==> src/rtl/grant_decoder_pkg.sv <==
// Shared types and defaults for the grant decoder: FSM state encoding,
// default parameter values and the hold-timer width.
package grant_decoder_pkg;

  typedef enum logic [1:0] {
    ST_IDLE    = 2'd0,
    ST_GRANT   = 2'd1,
    ST_RELEASE = 2'd2
  } state_t;

  localparam int DEF_SEL_W    = 2;
  localparam int DEF_HOLD_MAX = 15;
  localparam int DEF_CNT_W    = 8;

  // The hold timer is a fixed 8 bits, which is why HOLD_MAX tops out at 255
  localparam int TIMER_W = 8;

  // Timer value seen on the last cycle a grant may be held
  function automatic logic [TIMER_W-1:0] hold_last(input int hold_max);
    return TIMER_W'(hold_max - 1);
  endfunction

endpackage : grant_decoder_pkg

==> src/rtl/grant_decoder_decoder_n.sv <==
// Combinational index-to-one-hot map with enable; the inverse of the
// priority encoder that feeds the grant decoder.
module decoder_n #(
  parameter int SEL_W = 2
) (
  input  logic [SEL_W-1:0]    sel,
  input  logic                en,
  output logic [2**SEL_W-1:0] onehot
);

  always_comb begin
    onehot = '0;
    if (en) begin
      onehot[sel] = 1'b1;
    end
  end

endmodule : decoder_n

==> src/rtl/grant_decoder.sv <==
// Turns the encoder's winning index into a registered one-hot grant that is
// held until the owner signals done or a hold timeout forces a release.
module grant_decoder
  import grant_decoder_pkg::*;
#(
  parameter int SEL_W    = DEF_SEL_W,
  parameter int HOLD_MAX = DEF_HOLD_MAX,
  parameter int CNT_W    = DEF_CNT_W
) (
  input  logic                clk,
  input  logic                rst,
  input  logic [SEL_W-1:0]    y,
  input  logic                v,
  input  logic                done,
  output logic [2**SEL_W-1:0] g,
  output logic                busy,
  output logic                timeout,
  output logic [CNT_W-1:0]    grant_cnt
);

  localparam int                 N         = 2**SEL_W;
  localparam logic [TIMER_W-1:0] HOLD_LAST = hold_last(HOLD_MAX);
  localparam logic [CNT_W-1:0]   CNT_MAX   = '1;

  state_t             state, state_next;
  logic [SEL_W-1:0]   sel_q, sel_next;
  logic [TIMER_W-1:0] timer, timer_next;
  logic               busy_next;
  logic               timeout_next;
  logic [CNT_W-1:0]   cnt_next;
  logic [SEL_W-1:0]   dec_sel;
  logic               dec_en;
  logic [N-1:0]       g_next;

  // While idle the live index is decoded; once granted only the latched index
  // is used, so request changes cannot move an active grant.
  assign dec_sel = (state == ST_IDLE) ? y : sel_q;
  assign dec_en  = (state_next == ST_GRANT);

  decoder_n #(
    .SEL_W (SEL_W)
  ) u_decoder (
    .sel    (dec_sel),
    .en     (dec_en),
    .onehot (g_next)
  );

  // Next-state logic; done takes priority over an expiring timer.
  always_comb begin
    state_next   = state;
    sel_next     = sel_q;
    timer_next   = timer;
    timeout_next = 1'b0;
    cnt_next     = grant_cnt;

    case (state)
      ST_IDLE: begin
        if (v) begin
          state_next = ST_GRANT;
          sel_next   = y;
          timer_next = '0;
        end
      end

      ST_GRANT: begin
        timer_next = timer + 1'b1;
        if (done) begin
          state_next = ST_RELEASE;
          if (grant_cnt != CNT_MAX) begin
            cnt_next = grant_cnt + 1'b1;
          end
        end else if (timer == HOLD_LAST) begin
          state_next   = ST_RELEASE;
          timeout_next = 1'b1;
        end
      end

      ST_RELEASE: begin
        state_next = ST_IDLE;
      end

      default: begin
        state_next = ST_IDLE;
      end
    endcase

    busy_next = (state_next != ST_IDLE);
  end

  // All outputs are registered alongside the state so they change together.
  always_ff @(posedge clk or posedge rst) begin
    if (rst) begin
      state     <= ST_IDLE;
      sel_q     <= '0;
      timer     <= '0;
      g         <= '0;
      busy      <= 1'b0;
      timeout   <= 1'b0;
      grant_cnt <= '0;
    end else begin
      state     <= state_next;
      sel_q     <= sel_next;
      timer     <= timer_next;
      g         <= g_next;
      busy      <= busy_next;
      timeout   <= timeout_next;
      grant_cnt <= cnt_next;
    end
  end

  a_grant_onehot : assert property (@(posedge clk) disable iff (rst) $onehot0(g));
  a_grant_state  : assert property (@(posedge clk) disable iff (rst) ((g != '0) == (state == ST_GRANT)));
  a_timeout_once : assert property (@(posedge clk) disable iff (rst) !(timeout && $past(timeout)));

endmodule : grant_decoder

==> config.mk <==
export PLATFORM = sky130hd
export DESIGN_NAME = grant_decoder
export DESIGN_NICKNAME = d
export VERILOG_FILES = /design/src/rtl/grant_decoder_pkg.sv /design/src/rtl/grant_decoder_decoder_n.sv /design/src/rtl/grant_decoder.sv
export SDC_FILE = /design/constraint.sdc
export NUM_CORES = 1
export LEC_CHECK = 0
export ABC_AREA = 1
export CAP_MARGIN = 20
export CORE_UTILIZATION = 28
export DETAILED_ROUTE_END_ITERATION = 12
export GPL_TIMING_DRIVEN = 0
export PLACE_DENSITY = 0.45
export SETUP_SLACK_MARGIN = 0.1
export SYNTH_ARGS = -nofsm -noshare
export SYNTH_HDL_FRONTEND = slang
export SYNTH_HIERARCHICAL = 1
export SYNTH_SLANG_ARGS = --single-unit
==> constraint.sdc <==
create_clock -name clk -period 3.4 [get_ports clk]
set_clock_uncertainty 0.15 [all_clocks]
set_input_delay 0.68 -clock clk [delete_from_list [all_inputs] [get_ports clk]]
set_output_delay 0.68 -clock clk [all_outputs]
set_load 0.03 [all_outputs]
==> impl_metrics.env, run 1 <==
export IMPL_cp_arrival_ps=1480
export IMPL_cts_post_setup_buffers_inserted=0
export IMPL_preCtsSetupSlack_ps=1270
export IMPL_critical_path_max_fanout=7
export IMPL_drt_first_iter_violations=39
export IMPL_post_synth_cell_area_avg_sq_um=8.02
export IMPL_pin_count_of_the_biggest_net_entering_global_routing=27
export IMPL_drt_total_wl_um=2410
export IMPL_post_route_util_pct=37.2
export IMPL_ioPinCount=20
export IMPL_place_detailed_instances=238
export IMPL_drt_first_pass_iters=10
export IMPL_clock_tree_from_tritoncts="done"
export IMPL_die_h_um=71.1
export IMPL_status="finished, violations left"
export IMPL_finalSetupTns_ps=0
export IMPL_sequential_to_total_area_share_from_yosys_stat_pct=48.6
export IMPL_worstSetupPathType="register to output pin"
export IMPL_end_kind="output pin"
export IMPL_gp_congestion=0.769
export IMPL_path_cells="clkdlybuf4s50_1"
export IMPL_detail_route_drc_violations=3
export IMPL_groute_usage_overall_pct=10.7
export IMPL_final_layout_size_suffix_gt1_share_pct=11.5
export IMPL_die_width_um=71.1
export IMPL_yosysTopAreaCellShare_pct=48.6
export IMPL_timing_rr_end="g[0]"
export IMPL_placeableCoreArea_sq_um=4470
export IMPL_rr_worst_depth=9
export IMPL_wl_met3_um=108
export IMPL_max_cap_viol=0
export IMPL_synth_async_sr_flop_share_pct=100
export IMPL_setup_viol=0
export IMPL_power_per_cell_area_nw_per_um2=631
export IMPL_hold_slack_ps=360
export IMPL_worst_r2r_startpoint="timer[0]"
export IMPL_worst_pin_slew_ps=577
export IMPL_hpwlAfterDp_um=1870
export IMPL_synth_area_top_cells="sky130_fd_sc_hd__dfrtp_1 (49%), sky130_fd_sc_hd__nand2_1 (15%), sky130_fd_sc_hd__inv_1 (5.6%)"
export IMPL_number_of_storage_elements_in_the_synthesis_netlist=26
export IMPL_clk_pin_slew_ps=90
export IMPL_fill_count=443
export IMPL_synth_net_count=176
export IMPL_cp_data_required_time_ps=2570
export IMPL_initial_utilization_pct=29.9
export IMPL_grt_antenna_before_repair=0
export IMPL_floorplan_rows=24
export IMPL_cp_num_buf_inv=1
export IMPL_count_of_flip_flops_with_a_built_in_enable_after_synthesis=0
export IMPL_cts_buffers_inserted=3
export IMPL_globalRouteOverflowTotal=0
export IMPL_synth_top_area_cell="sky130_fd_sc_hd__dfrtp_1"
export IMPL_met2_length_um=1140
export IMPL_htreeDepth=1
export IMPL_final_instance_count_excl_fill=243
export IMPL_synth_area_sq_um=1340
export IMPL_synth_top_cells_by_count="sky130_fd_sc_hd__nand2_1 (54), sky130_fd_sc_hd__dfrtp_1 (26), sky130_fd_sc_hd__inv_1 (20)"
export IMPL_tritoncts_num_sinks=26
export IMPL_setup_worst_path_end="grant_cnt[2]"
export IMPL_met1_length_um=1140
export IMPL_cts_root_to_sink_buffers=2
export IMPL_vias=1080
export IMPL_fin_crit_ps=2310
export IMPL_post_cts_resized_instances=0
export IMPL_failed_checks="DRC"
export IMPL_setup_worst_path_start="grant_cnt[2]"
export IMPL_clk_latency_ps=270
export IMPL_worst_path_max_delay_cell="sky130_fd_sc_hd__clkdlybuf4s50_1"
export IMPL_number_of_global_route_vias_before_repair=984
export IMPL_drv_slew=0
export IMPL_most_numerous_cell_in_the_yosys_netlist="sky130_fd_sc_hd__nand2_1"
export IMPL_finish_net_count=201
export IMPL_ant_nets=0
export IMPL_critical_path_top_delay_family="buffers and inverters"
export IMPL_slew_limit_headroom_pct=61.5
export IMPL_ir_worst_vdd_mv=0.201
export IMPL_area_growth_pct=24.3
export IMPL_cts_root_buffer="sky130_fd_sc_hd__clkbuf_8"
export IMPL_internal_reg_to_reg_setup_slack_ps=1930
export IMPL_grt_pass1_wl_um=4290
export IMPL_synth_cells=167
export IMPL_max_layer_used="met4"
export IMPL_critPathMaxStageDelay_ps=720
export IMPL_critPathLaunchType="register"
export IMPL_synth_warnings=6
export IMPL_hold_violations=0
export IMPL_power_static_leakage_uw=0.000798
export IMPL_yosysUniqueCellTypes=24
export IMPL_crit_path_setup_slack_layout_ps=1090
export IMPL_route_detailed_vias_per_inst=4.44
export IMPL_crit_cells=1
export IMPL_finalCritPeriodShare_pct=67.8
export IMPL_fmax_mhz=434
export IMPL_cts_hold_fix_buffers=0
export IMPL_n_antenna_cell=0
export IMPL_placement_io_buffers=19
export IMPL_grt_setup_unrepaired="no"
export IMPL_die_outline_area_sq_um=5060
export IMPL_synth_flop_cell="sky130_fd_sc_hd__dfrtp_1"
export IMPL_drt_wirelength_per_cell_um=9.91
export IMPL_min_path_type="register to register"
[worst register-to-register path: cells and delay by family, from the launching register on]
kind / cells / cell delay, ps
DFF: 1 / 400
and+or+nand+nor: 7 / 570
buffers and inverters: 1 / 90
adders and majority gates: 1 / 150
[cells in the final DEF, fill, tap and decap left out, types with 4 or more instances in the layout]
| cell | synthesis | layout |
|---|---|---|
| sky130_fd_sc_hd__clkbuf_8 | 0 | 4 |
| sky130_fd_sc_hd__dfrtp_1 | 26 | 26 |
| sky130_fd_sc_hd__nor2_2 | 4 | 4 |
| sky130_fd_sc_hd__nand2_1 | 54 | 54 |
| sky130_fd_sc_hd__nor2_1 | 14 | 14 |
| sky130_fd_sc_hd__clkdlybuf4s50_1 | 0 | 19 |
| sky130_fd_sc_hd__a21oi_1 | 5 | 5 |
| sky130_fd_sc_hd__nand3_1 | 12 | 12 |
| sky130_fd_sc_hd__inv_1 | 20 | 20 |
[final cells by class]
| cell class | instances | area, sq um | area share (%) |
|---|---|---|---|
| tap | 52 | 65.1 | 3.91 |
| timing repair buffer | 20 | 205 | 12.3 |
| multi-input combinational | 116 | 584 | 35.1 |
| inverter | 24 | 92.6 | 5.56 |
| buffer | 1 | 11.3 | 0.677 |
| sequential | 26 | 651 | 39.1 |
| clock buffer | 4 | 55.1 | 3.31 |
[metrics by stage]
step                      power (uW)  area [sq um]
after floorplan                  723          1340
after global placement           855          1590
after detailed placement         859          1590
after CTS                       1060          1650
after global routing            1130          1660
final                           1050          1660
[kinds of logic after synthesis]
kind of cell    count (synthesis)  share of synthesized area [%]
xor+xnor                        3                           1.96
buf+inv                        25                           7.76
compound gates                 13                           5.33
fa+ha+maj                       3                           2.80
flops                          26                           48.6
simple gates                   97                           33.6
[report_power, final]
group,internal [uW],switching [uW],total [uW]
clock network,103,96.7,200
registers,380,68.3,448
logic,157,245,402
[sequential cells by signal, summed over array words and instances, names as in the netlist]
name / flops
timeout: 1
busy: 1
grant_cnt: 8
timer: 8
g: 4
sel_q: 2
state: 2
[layer usage]
layer  up-vias  GRT usage [%]
met5         -              0
met1       500           14.4
met2        15           17.2
li1        563              -
met4         0           4.00
met3         2           1.99
[worst min path at each step]
| stage | start | endpoint | slack, ps | cells after the start |
|---|---|---|---|---|
| after global placement | sel_q[0] | sel_q[0] | 330 | 2 |
| after global routing | sel_q[0] | sel_q[0] | 400 | 2 |
| final | sel_q[0] | sel_q[0] | 360 | 2 |
| after CTS | sel_q[0] | sel_q[0] | 360 | 2 |
| after detailed placement | sel_q[0] | sel_q[0] | 340 | 2 |
| after floorplan | sel_q[0] | sel_q[0] | 310 | 2 |
Power figures use the tool's default switching activity.
==> inputs of run 2 (changes only) <==
- PLACE_DENSITY: 0.45 -> 0.46
- clock period: 3.4 -> 2 ns (I/O delays scaled with it)
==> run 2 against run 1 <==
Effect of this change: the run still ends with DRC left; design area rose by 0.38%; combinational power is 66% higher; clock power grew 67%; critical path depth unchanged; via count down 1.9%; register-to-register slack got worse by 1400 ps; first-iteration DRC count increased by 67%.
==> impl_metrics.env, run 2 (synthesis gave the netlist of run 1 again) <==
export IMPL_status="finished, violations left"
export IMPL_failed_checks="DRC"
export IMPL_route_detailed_vias_per_inst=4.36
export IMPL_ant_nets=0
export IMPL_drt_first_iter_violations=65
export IMPL_power_static_leakage_uw=0.000845
export IMPL_cts_root_buffer="sky130_fd_sc_hd__clkbuf_8"
export IMPL_sw_frac_of_total_pct=39.5
export IMPL_sequentialPowerShare_pct=43.3
export IMPL_fin_crit_ps=1820
export IMPL_ir_worst_vdd_mv=0.319
export IMPL_clock_tree_from_tritoncts="done"
export IMPL_drt_first_pass_iters=10
export IMPL_min_path_type="primary input to async pin"
export IMPL_die_outline_area_sq_um=5060
export IMPL_end_kind="output pin"
export IMPL_fill_count=454
export IMPL_grt_antenna_before_repair=0
export IMPL_n_antenna_cell=0
export IMPL_grt_pass1_wl_um=4760
export IMPL_cp_num_buf_inv=1
export IMPL_hold_violations=0
export IMPL_p_switching_uw=695
export IMPL_htreeDepth=1
export IMPL_clk_latency_ps=260
export IMPL_cts_buffers_inserted=3
export IMPL_cp_arrival_ps=1270
export IMPL_area_sequential_sq_um=651
export IMPL_cts_hold_fix_buffers=0
export IMPL_area_growth_pct=24.8
export IMPL_number_of_global_route_vias_before_repair=1109
export IMPL_floorplan_rows=24
export IMPL_critical_path_top_delay_family="buffers and inverters"
export IMPL_detail_route_drc_violations=3
export IMPL_power_per_cell_area_nw_per_um2=1060
export IMPL_initial_utilization_pct=29.9
export IMPL_reg_top3="grant_cnt (8), timer (8), g (4)"
export IMPL_pin_count_of_the_biggest_net_entering_global_routing=27
export IMPL_drt_total_wl_um=2510
export IMPL_placement_io_buffers=19
export IMPL_finalCritPeriodShare_pct=91.1
export IMPL_drt_wirelength_per_cell_um=10.3
export IMPL_max_cap_viol=0
export IMPL_slew_limit_headroom_pct=78.4
export IMPL_groute_usage_overall_pct=11.7
export IMPL_globalRouteOverflowTotal=0
export IMPL_vias=1060
export IMPL_clk_pin_slew_ps=90
export IMPL_die_width_um=71.1
export IMPL_worst_path_max_delay_cell="sky130_fd_sc_hd__clkdlybuf4s50_1"
export IMPL_gp_congestion=0.733
export IMPL_finalSetupTns_ps=0
export IMPL_cts_root_to_sink_buffers=2
export IMPL_internal_power_uw=1070
export IMPL_multiInputGateArea_sq_um=584
export IMPL_drv_slew=0
export IMPL_worst_pin_slew_ps=323
export IMPL_die_h_um=71.1
export IMPL_path_cells="clkdlybuf4s50_1"
export IMPL_placed_area_sq_um=1590
export IMPL_critPathMaxStageDelay_ps=660
export IMPL_cp_data_required_time_ps=1450
export IMPL_critPathLaunchType="register"
export IMPL_tritoncts_num_sinks=26
export IMPL_finish_net_count=201
export IMPL_ioPinCount=20
export IMPL_grt_setup_unrepaired="no"
export IMPL_worstSetupPathType="register to output pin"
export IMPL_placeableCoreArea_sq_um=4470
export IMPL_fmax_mhz=549
export IMPL_final_layout_size_suffix_gt1_share_pct=11.5
export IMPL_hpwlAfterDp_um=1920
export IMPL_setup_viol=0
export IMPL_power_share_clock_pct=18.9
export IMPL_pwr_share_comb_pct=37.8
export IMPL_layout_cells_most_common_list="sky130_fd_sc_hd__nand2_1 (54), sky130_fd_sc_hd__dfrtp_1 (26), sky130_fd_sc_hd__inv_1 (20)"
export IMPL_layout_cells_most_common="sky130_fd_sc_hd__nand2_1"
export IMPL_layout_cell_area_non_filler_sq_um=1670
export IMPL_critical_path_max_fanout=1
-- run 2: changes by cell type in the layout (fill, tap and decap cells not counted), sizes merged --
cell / delta
clkdlybuf4s50: -8
dlygate4sd2: +7
dlymetal6s2s: +1
-- run 2: per-stage QoR --
stage | setup WS [ps] | std cells | util [%] | hold WS (ps) | total power, uW
finish | 179 | 243 | 37.3 | 226 | 1760
global route | 129 | 243 | 37.3 | 247 | 1900
CTS | 102 | 242 | 36.7 | 365 | 1790
detailed placement | 156 | 238 | 35.6 | 341 | 1470
global placement | 176 | 238 | 35.6 | 326 | 1450
floorplan | 468 | 167 | - | 290 | 1230
-- run 2: final cells by class --
class | instances | area share, %
clock buffers | 4 | 3.30
plain buffers | 1 | 0.674
multi-input cells | 116 | 35.0
flip-flops and latches | 26 | 39.0
inverters | 24 | 5.54
well taps | 52 | 3.90
repair buffers | 20 | 12.7
-- run 2: routing by layer --
layer / vias to the layer above / GRT usage, % / wire length [um]
li1: 567 / - / -
met1: 479 / 15.1 / 1210
met3: 2 / 1.71 / 75
met2: 12 / 20.0 / 1200
met5: - / 0 / 0
met4: 0 / 4.00 / 22
-- run 2: timing repair --
item                                    in CTS  in global routing
buffers inserted                             0                  0
endpoints found under the setup margin       7                  1
pin swaps                                    0                  0
gates resized for setup                      7                  1
-- run 2: power by group through the flow --
stage,clock (uW),combinational [uW],sequential [uW]
after floorplan,0,332,896
after global placement,0,682,771
after detailed placement,0,691,778
after CTS,350,670,766
after global routing,370,746,783
final,333,666,763
-- run 2: path summary, 6_finish.rpt --
| check | depth (start not counted) | end | from | slack, ps |
|---|---|---|---|---|
| setup / recovery | 1 | g[0] | g[0] | 180 |
| hold / removal | 2 | sel_q[1] | rst | 230 |
| max in group asynchronous | 3 | grant_cnt[5] | rst | 1070 |
| min in group clk | 2 | sel_q[0] | sel_q[0] | 360 |
| setup reg to reg | 9 | g[2] | timer[0] | 530 |
| hold reg to reg | 2 | sel_q[0] | sel_q[0] | 360 |
